**src/rtl/barrel_shifter_pipe_pkg.sv**
```systemverilog
// Shared mode encodings, fill kinds and mode helpers for the pipelined barrel shifter.
package barrel_pkg;

  localparam logic [2:0] MODE_SLL = 3'b000;
  localparam logic [2:0] MODE_SRL = 3'b001;
  localparam logic [2:0] MODE_SRA = 3'b010;
  localparam logic [2:0] MODE_ROL = 3'b011;
  localparam logic [2:0] MODE_ROR = 3'b100;

  // What a mux level shifts in at the top when it is enabled
  typedef enum logic [1:0] {
    FILL_ZERO = 2'd0,
    FILL_SIGN = 2'd1,
    FILL_ROT  = 2'd2
  } fill_e;

  // Left operations run on the bit-reversed operand
  function automatic logic is_left(input logic [2:0] mode);
    return (mode == MODE_SLL) || (mode == MODE_ROL);
  endfunction

  function automatic logic is_legal(input logic [2:0] mode);
    return mode <= MODE_ROR;
  endfunction

  function automatic fill_e fill_of(input logic [2:0] mode);
    fill_e f;
    case (mode)
      MODE_SRA:          f = FILL_SIGN;
      MODE_ROL, MODE_ROR: f = FILL_ROT;
      default:           f = FILL_ZERO;
    endcase
    return f;
  endfunction

endpackage

```
**src/rtl/barrel_shifter_pipe_level.sv**
```systemverilog
// One combinational mux level: optionally shifts right by STEP, filling the top STEP bits.
module barrel_shift_level
  import barrel_pkg::*;
#(
  parameter int WIDTH = 32,
  parameter int STEP  = 1
) (
  input  logic [WIDTH-1:0] data,
  input  logic             en,
  input  fill_e            fill_mode,
  input  logic             sign,
  output logic [WIDTH-1:0] data_o
);

  logic [STEP-1:0] w_fill;

  // Choose the bits entering at the top and apply the shift when enabled
  always_comb begin
    w_fill = '0;
    case (fill_mode)
      FILL_SIGN: w_fill = {STEP{sign}};
      FILL_ROT:  w_fill = data[STEP-1:0];
      default:   w_fill = '0;
    endcase
    data_o = en ? {w_fill, data[WIDTH-1:STEP]} : data;
  end

endmodule

```
**src/rtl/barrel_shifter_pipe.sv**
```systemverilog
// Pipelined barrel shifter with valid/ready on both sides and a global stall.
module barrel_shifter_pipe
  import barrel_pkg::*;
#(
  parameter int WIDTH            = 32,
  parameter int LEVELS_PER_STAGE = 2
) (
  input  logic                      clk,
  input  logic                      rst_n,
  input  logic                      in_valid,
  output logic                      in_ready,
  input  logic [WIDTH-1:0]          in_data,
  input  logic [$clog2(WIDTH)-1:0]  in_amt,
  input  logic [2:0]                in_mode,
  output logic                      out_valid,
  input  logic                      out_ready,
  output logic [WIDTH-1:0]          out_data,
  output logic                      out_err
);

  localparam int SHW  = $clog2(WIDTH);
  localparam int NSTG = (SHW + LEVELS_PER_STAGE - 1) / LEVELS_PER_STAGE;

  function automatic logic [WIDTH-1:0] bitRev(input logic [WIDTH-1:0] d);
    logic [WIDTH-1:0] r;
    for (int i = 0; i < WIDTH; i++) r[i] = d[WIDTH-1-i];
    return r;
  endfunction

  logic [NSTG-1:0]  r_valid;
  logic [WIDTH-1:0] r_data [NSTG];
  logic [SHW-1:0]   r_amt  [NSTG];
  logic [2:0]       r_mode [NSTG];
  logic             r_sign [NSTG];

  logic [WIDTH-1:0] w_stgData [NSTG];
  logic [SHW-1:0]   w_stgAmt  [NSTG];
  logic [2:0]       w_stgMode [NSTG];
  logic             w_stgSign [NSTG];
  logic [WIDTH-1:0] w_stgOut  [NSTG];

  logic [WIDTH-1:0] w_lvlIn   [SHW];
  logic [WIDTH-1:0] w_lvlOut  [SHW];
  logic             w_lvlEn   [SHW];
  fill_e            w_lvlFill [SHW];

  logic w_advance;

  assign w_advance = !r_valid[NSTG-1] || out_ready;
  assign in_ready  = w_advance;

  // Stage inputs: stage 0 takes the operand (reversed for left ops), later stages the previous register
  for (genvar s = 0; s < NSTG; s++) begin : g_stg
    localparam int LASTLVL =
      (((s + 1) * LEVELS_PER_STAGE < SHW) ? (s + 1) * LEVELS_PER_STAGE : SHW) - 1;
    if (s == 0) begin : g_first
      assign w_stgData[s] = is_left(in_mode) ? bitRev(in_data) : in_data;
      assign w_stgAmt[s]  = in_amt;
      assign w_stgMode[s] = in_mode;
      assign w_stgSign[s] = in_data[WIDTH-1];
    end else begin : g_later
      assign w_stgData[s] = r_data[s-1];
      assign w_stgAmt[s]  = r_amt[s-1];
      assign w_stgMode[s] = r_mode[s-1];
      assign w_stgSign[s] = r_sign[s-1];
    end
    assign w_stgOut[s] = w_lvlOut[LASTLVL];
  end

  // Mux levels: level k shifts by 2^k; the first level of each stage starts from that stage's input
  for (genvar k = 0; k < SHW; k++) begin : g_lvl
    localparam int S = k / LEVELS_PER_STAGE;
    if (k % LEVELS_PER_STAGE == 0) begin : g_head
      assign w_lvlIn[k] = w_stgData[S];
    end else begin : g_chain
      assign w_lvlIn[k] = w_lvlOut[k-1];
    end
    assign w_lvlEn[k]   = w_stgAmt[S][k] && is_legal(w_stgMode[S]);
    assign w_lvlFill[k] = fill_of(w_stgMode[S]);

    barrel_shift_level #(
      .WIDTH (WIDTH),
      .STEP  (1 << k)
    ) u_level (
      .data      (w_lvlIn[k]),
      .en        (w_lvlEn[k]),
      .fill_mode (w_lvlFill[k]),
      .sign      (w_stgSign[S]),
      .data_o    (w_lvlOut[k])
    );
  end

  // Pipeline registers: all stages advance together or all hold
  always_ff @(posedge clk or negedge rst_n) begin
    if (!rst_n) begin
      r_valid <= '0;
      for (int s = 0; s < NSTG; s++) begin
        r_data[s] <= '0;
        r_amt[s]  <= '0;
        r_mode[s] <= MODE_SLL;
        r_sign[s] <= 1'b0;
      end
    end else if (w_advance) begin
      r_valid[0] <= in_valid;
      for (int s = 1; s < NSTG; s++) r_valid[s] <= r_valid[s-1];
      for (int s = 0; s < NSTG; s++) begin
        r_data[s] <= w_stgOut[s];
        r_amt[s]  <= w_stgAmt[s];
        r_mode[s] <= w_stgMode[s];
        r_sign[s] <= w_stgSign[s];
      end
    end
  end

  assign out_valid = r_valid[NSTG-1];
  assign out_data  = is_left(r_mode[NSTG-1]) ? bitRev(r_data[NSTG-1]) : r_data[NSTG-1];
  assign out_err   = r_valid[NSTG-1] && !is_legal(r_mode[NSTG-1]);

endmodule

```
**config.mk**
```make
export PLATFORM = sky130hd
export DESIGN_NAME = barrel_shifter_pipe
export DESIGN_NICKNAME = d
export VERILOG_FILES = /design/src/rtl/barrel_shifter_pipe_pkg.sv /design/src/rtl/barrel_shifter_pipe_level.sv /design/src/rtl/barrel_shifter_pipe.sv
export SDC_FILE = /design/constraint.sdc
export NUM_CORES = 1
export LEC_CHECK = 0
export BUFFER_PORTS_ARGS = -buffer_cell sky130_fd_sc_hd__buf_4
export CAP_MARGIN = 20
export CORE_ASPECT_RATIO = 2
export CORE_UTILIZATION = 45
export CTS_BUF_LIST = sky130_fd_sc_hd__clkbuf_2 sky130_fd_sc_hd__clkbuf_4 sky130_fd_sc_hd__clkbuf_8
export DETAILED_ROUTE_END_ITERATION = 7
export HOLD_SLACK_MARGIN = 0.12
export PLACE_DENSITY = 0.62
export SYNTH_ARGS = -nofsm -noshare
export SYNTH_HDL_FRONTEND = slang
export SYNTH_SLANG_ARGS = --single-unit
export TNS_END_PERCENT = 50
```
**constraint.sdc**
```tcl
create_clock -name clk -period 5.5 [get_ports clk]
set_clock_uncertainty 0.2 [all_clocks]
set_input_delay 0 -clock clk [delete_from_list [all_inputs] [get_ports clk]]
set_output_delay 0 -clock clk [all_outputs]
set_load 0.01 [all_outputs]
```
==> metrics.md <==
| Metric | Value |
|---|---|
| Initial Util | `0.459` |
| Lkg Pwr | `4.09 nW` |
| Yosys reg bits | `114` |
| Tcrit/Tclk final | `0.709` |
| Critical path arrival | `4.02 ns` |
| Dominant synthesized flop cell | `dfrtp_1` |
| Max cap viols | `0` |
| PortBufs | `78` |
| Worst min path class | `flip-flop to flip-flop` |
| WP data required | `5.62 ns` |
| CTS Hold Bufs | `95` |
| Final max-slew violation count | `0` |
| CTS H-tree lvls | `4` |
| Via density | `5.64` |
| DRC | `0` |
| EDFF count, synth | `0` |
| Slew @ Worst Pin | `1.10 ns` |
| # fillers | `1413` |
| Drt first pass iters | `4` |
| Startpoint Class | `primary input` |
| Register area | `0.00285 mm^2` |
| GR Overflow Total | `0` |
| Setup TNS | `0 ns` |
| Status | `complete, no violations` |
| Max Buffers Root-to-Sink | `2` |
| Setup CP Type | `primary input to flip-flop` |
| Worst VDD drop | `0.000211 V` |
| Setup violators final | `0` |
| CP Capture Type | `flip-flop` |
| Final Hold Fails | `0` |
| Site row count | `66` |
| Clk root buf | `clkbuf_8` |
| Asr flop ratio synth | `1.00` |
| WHS Endpoint | `r_valid[2]` |
| Pwr dens | `489 mW/mm^2` |
| Commonest cells after routing, fill and taps aside | `114 x dfrtp_1, 113 x nor2_1, 94 x dlygate4sd3_1` |
| Yosys top cell by area | `dfrtp_1` |
| Total power | `4.64 mW` |
| R2R depth | `7` |
| Pin count of the biggest net entering global routing | `75` |
| Finished Layout Cells | `1117` |
| Post CTS Setup Buffer Count | `0` |
| Synth top area share | `0.382` |
| Number of global-route vias before repair | `6400` |
| Die area | `0.0171 mm^2` |
| Io pins | `79` |
| Synth Warn # | `0` |
| RR Endpoint | `r_data[80]` |
| NumNets Final | `950` |
| Commonest non-fill, non-tap cell in the layout | `dfrtp_1` |
| Placed cells | `990` |
| Core ar. | `0.0163 mm^2` |
| DPL Wire Length | `13800 um` |
| CTS tree | `built` |
| Relative max-transition margin | `0.266` |
| Antenna Cells | `0` |
| Die Height | `184 um` |
| Post-cts resize count | `0` |
| Distinct cells, synth | `48` |
| Seq/Total Area, Yosys | `0.382` |
| Syn-to-layout area delta | `27.2%` |
| Antenna Nets Post-Route | `0` |
| RSZ-0062 raised after global routing | `false` |
| Multi-input gate area | `0.00430 mm^2` |
| Clk slew on worst S/H paths | `0.07 ns` |
| Worst R2R Start | `r_valid[2]` |
| Die Span X | `93.1 um` |
| Initial DRC Count | `310` |
| Gr usage total | `0.240` |
| Critical Path Fanout Max | `29` |
| Post-Syn Area | `0.00746 mm^2` |
| CTS buffer count | `17` |
| Final core occ | `0.583` |
| First-pass GRT wire length | `31900 um` |
| Clk sinks | `114` |
| Initial antenna violation count | `0` |
| Vias | `6299` |
| Min Tclk post-route | `3.90 ns` |
| Critical hold path startpoint | `r_valid[1]` |
| Clk_lat worst skew | `0.44 ns` |
| Gp weighted congestion | `0.889` |
| Mapped Avg Cell Area | `9.78 um^2` |
| Total Wirelength | `19300 um` |
| Reg-to-reg slack, setup | `2.17 ns` |
| Mapped Cells | `763` |
| Fmax | `0.256 GHz` |
| Syn_nets | `813` |
| Largest cells by area after synthesis | `dfrtp_1 38%, mux4_2 15%, mux2_2 6.0%, nor2_1 5.7%, a21oi_1 5.0%` |
| Hold path depth | `1` |
| Wirelength per Cell | `17.3 um` |
| Layout cell share with drive strength beyond 1 | `0.242` |
-- logic make-up (layout without fill, tap and decap cells) --
| logic type | count (synthesis) | count (layout) | share of synthesized area |
|---|---|---|---|
| AO/OA/AOI/OAI | 176 | 176 | 0.151 |
| adder cells (fa/ha/maj) | 6 | 6 | 0.0101 |
| flip-flops | 114 | 114 | 0.382 |
| AND/OR/NAND/NOR | 273 | 273 | 0.159 |
| buffers and inverters | 76 | 226 | 0.0434 |
| multiplexers | 114 | 114 | 0.245 |
| XOR/XNOR | 4 | 4 | 0.00822 |
-- how the worst max path moves through the flow --
stage,startpoint,end,slack [ns],cells past startpoint
after floorplan,r_mode[5],r_data[23],3.21,10
after global placement,r_mode[7],r_data[56],2.79,6
after detailed placement,r_mode[7],r_data[46],2.74,6
after CTS,in_mode[0],r_data[65],1.63,10
after global routing,in_mode[1],r_data[65],1.49,10
final,in_mode[1],r_data[65],1.60,10
-- metal layers --
layer	part of all wire	routed length (um)	track usage
met1	0.36	7050	0.243
met2	0.57	11100	0.466
met3	0.022	422	0.0334
met4	0.041	790	0.114
met5	0	0	0
-- synth_stat cells (all sizes together) (2+ instances only) --
cell type,instances
o21a,8
clkbuf,46
nor3,16
nand2,89
a221o,26
buf,17
xnor2,2
o211a,3
dfrtp,114
o211ai,2
and3,8
a21boi,8
inv,13
nand2b,3
a21oi,75
o21ai,37
a211oi,7
a31oi,2
mux4,51
nand3b,3
a2111oi,2
mux2,40
xor2,2
nor2b,29
nor2,115
mux2i,23
and2,6
ha,6
a32o,2
-- through the flow --
step	setup slack (ns)	area (um^2)	hold slack, ns
3_3_place_gp	2.79	8100	-0.199
4_1_cts	1.63	9490	0.274
2_1_floorplan	3.21	7460	-0.496
5_1_grt	1.49	9490	0.297
6_report	1.60	9490	0.272
3_5_place_dp	2.74	8100	-0.192
-- registers in the layout (all words and copies together), names as in the netlist --
name	count
r_amt	4
r_sign	2
r_mode	9
r_data	96
r_valid	3
-- worst max-delay path, cell delays in order --
cell	delay, ns
dlygate4sd3_1	0.53
buf_4	0.21
o21ai_2	0.23
nand2_1	0.67
mux4_2	0.52
dlygate4sd3_1	0.61
nand2_1	0.07
dlygate4sd3_1	0.55
a21oi_1	0.06
dlygate4sd3_1	0.55
-- power breakdown --
part	total [mW]	internal (mW)	switching, mW
Combinational	2.27	1.21	1.06
Sequential	1.55	1.19	0.356
Clock	0.829	0.465	0.364
Total	4.64	2.86	1.78
-- cell type report --
cell class,instances,area share
inverters,13,0.00514
repair buffers,181,0.169
clock inverters,14,0.0189
multi-input cells,573,0.453
well taps,204,0.0269
flip-flops and latches,114,0.301
clock buffers,18,0.0261
Note: power is estimated with default switching activity, not from simulation.
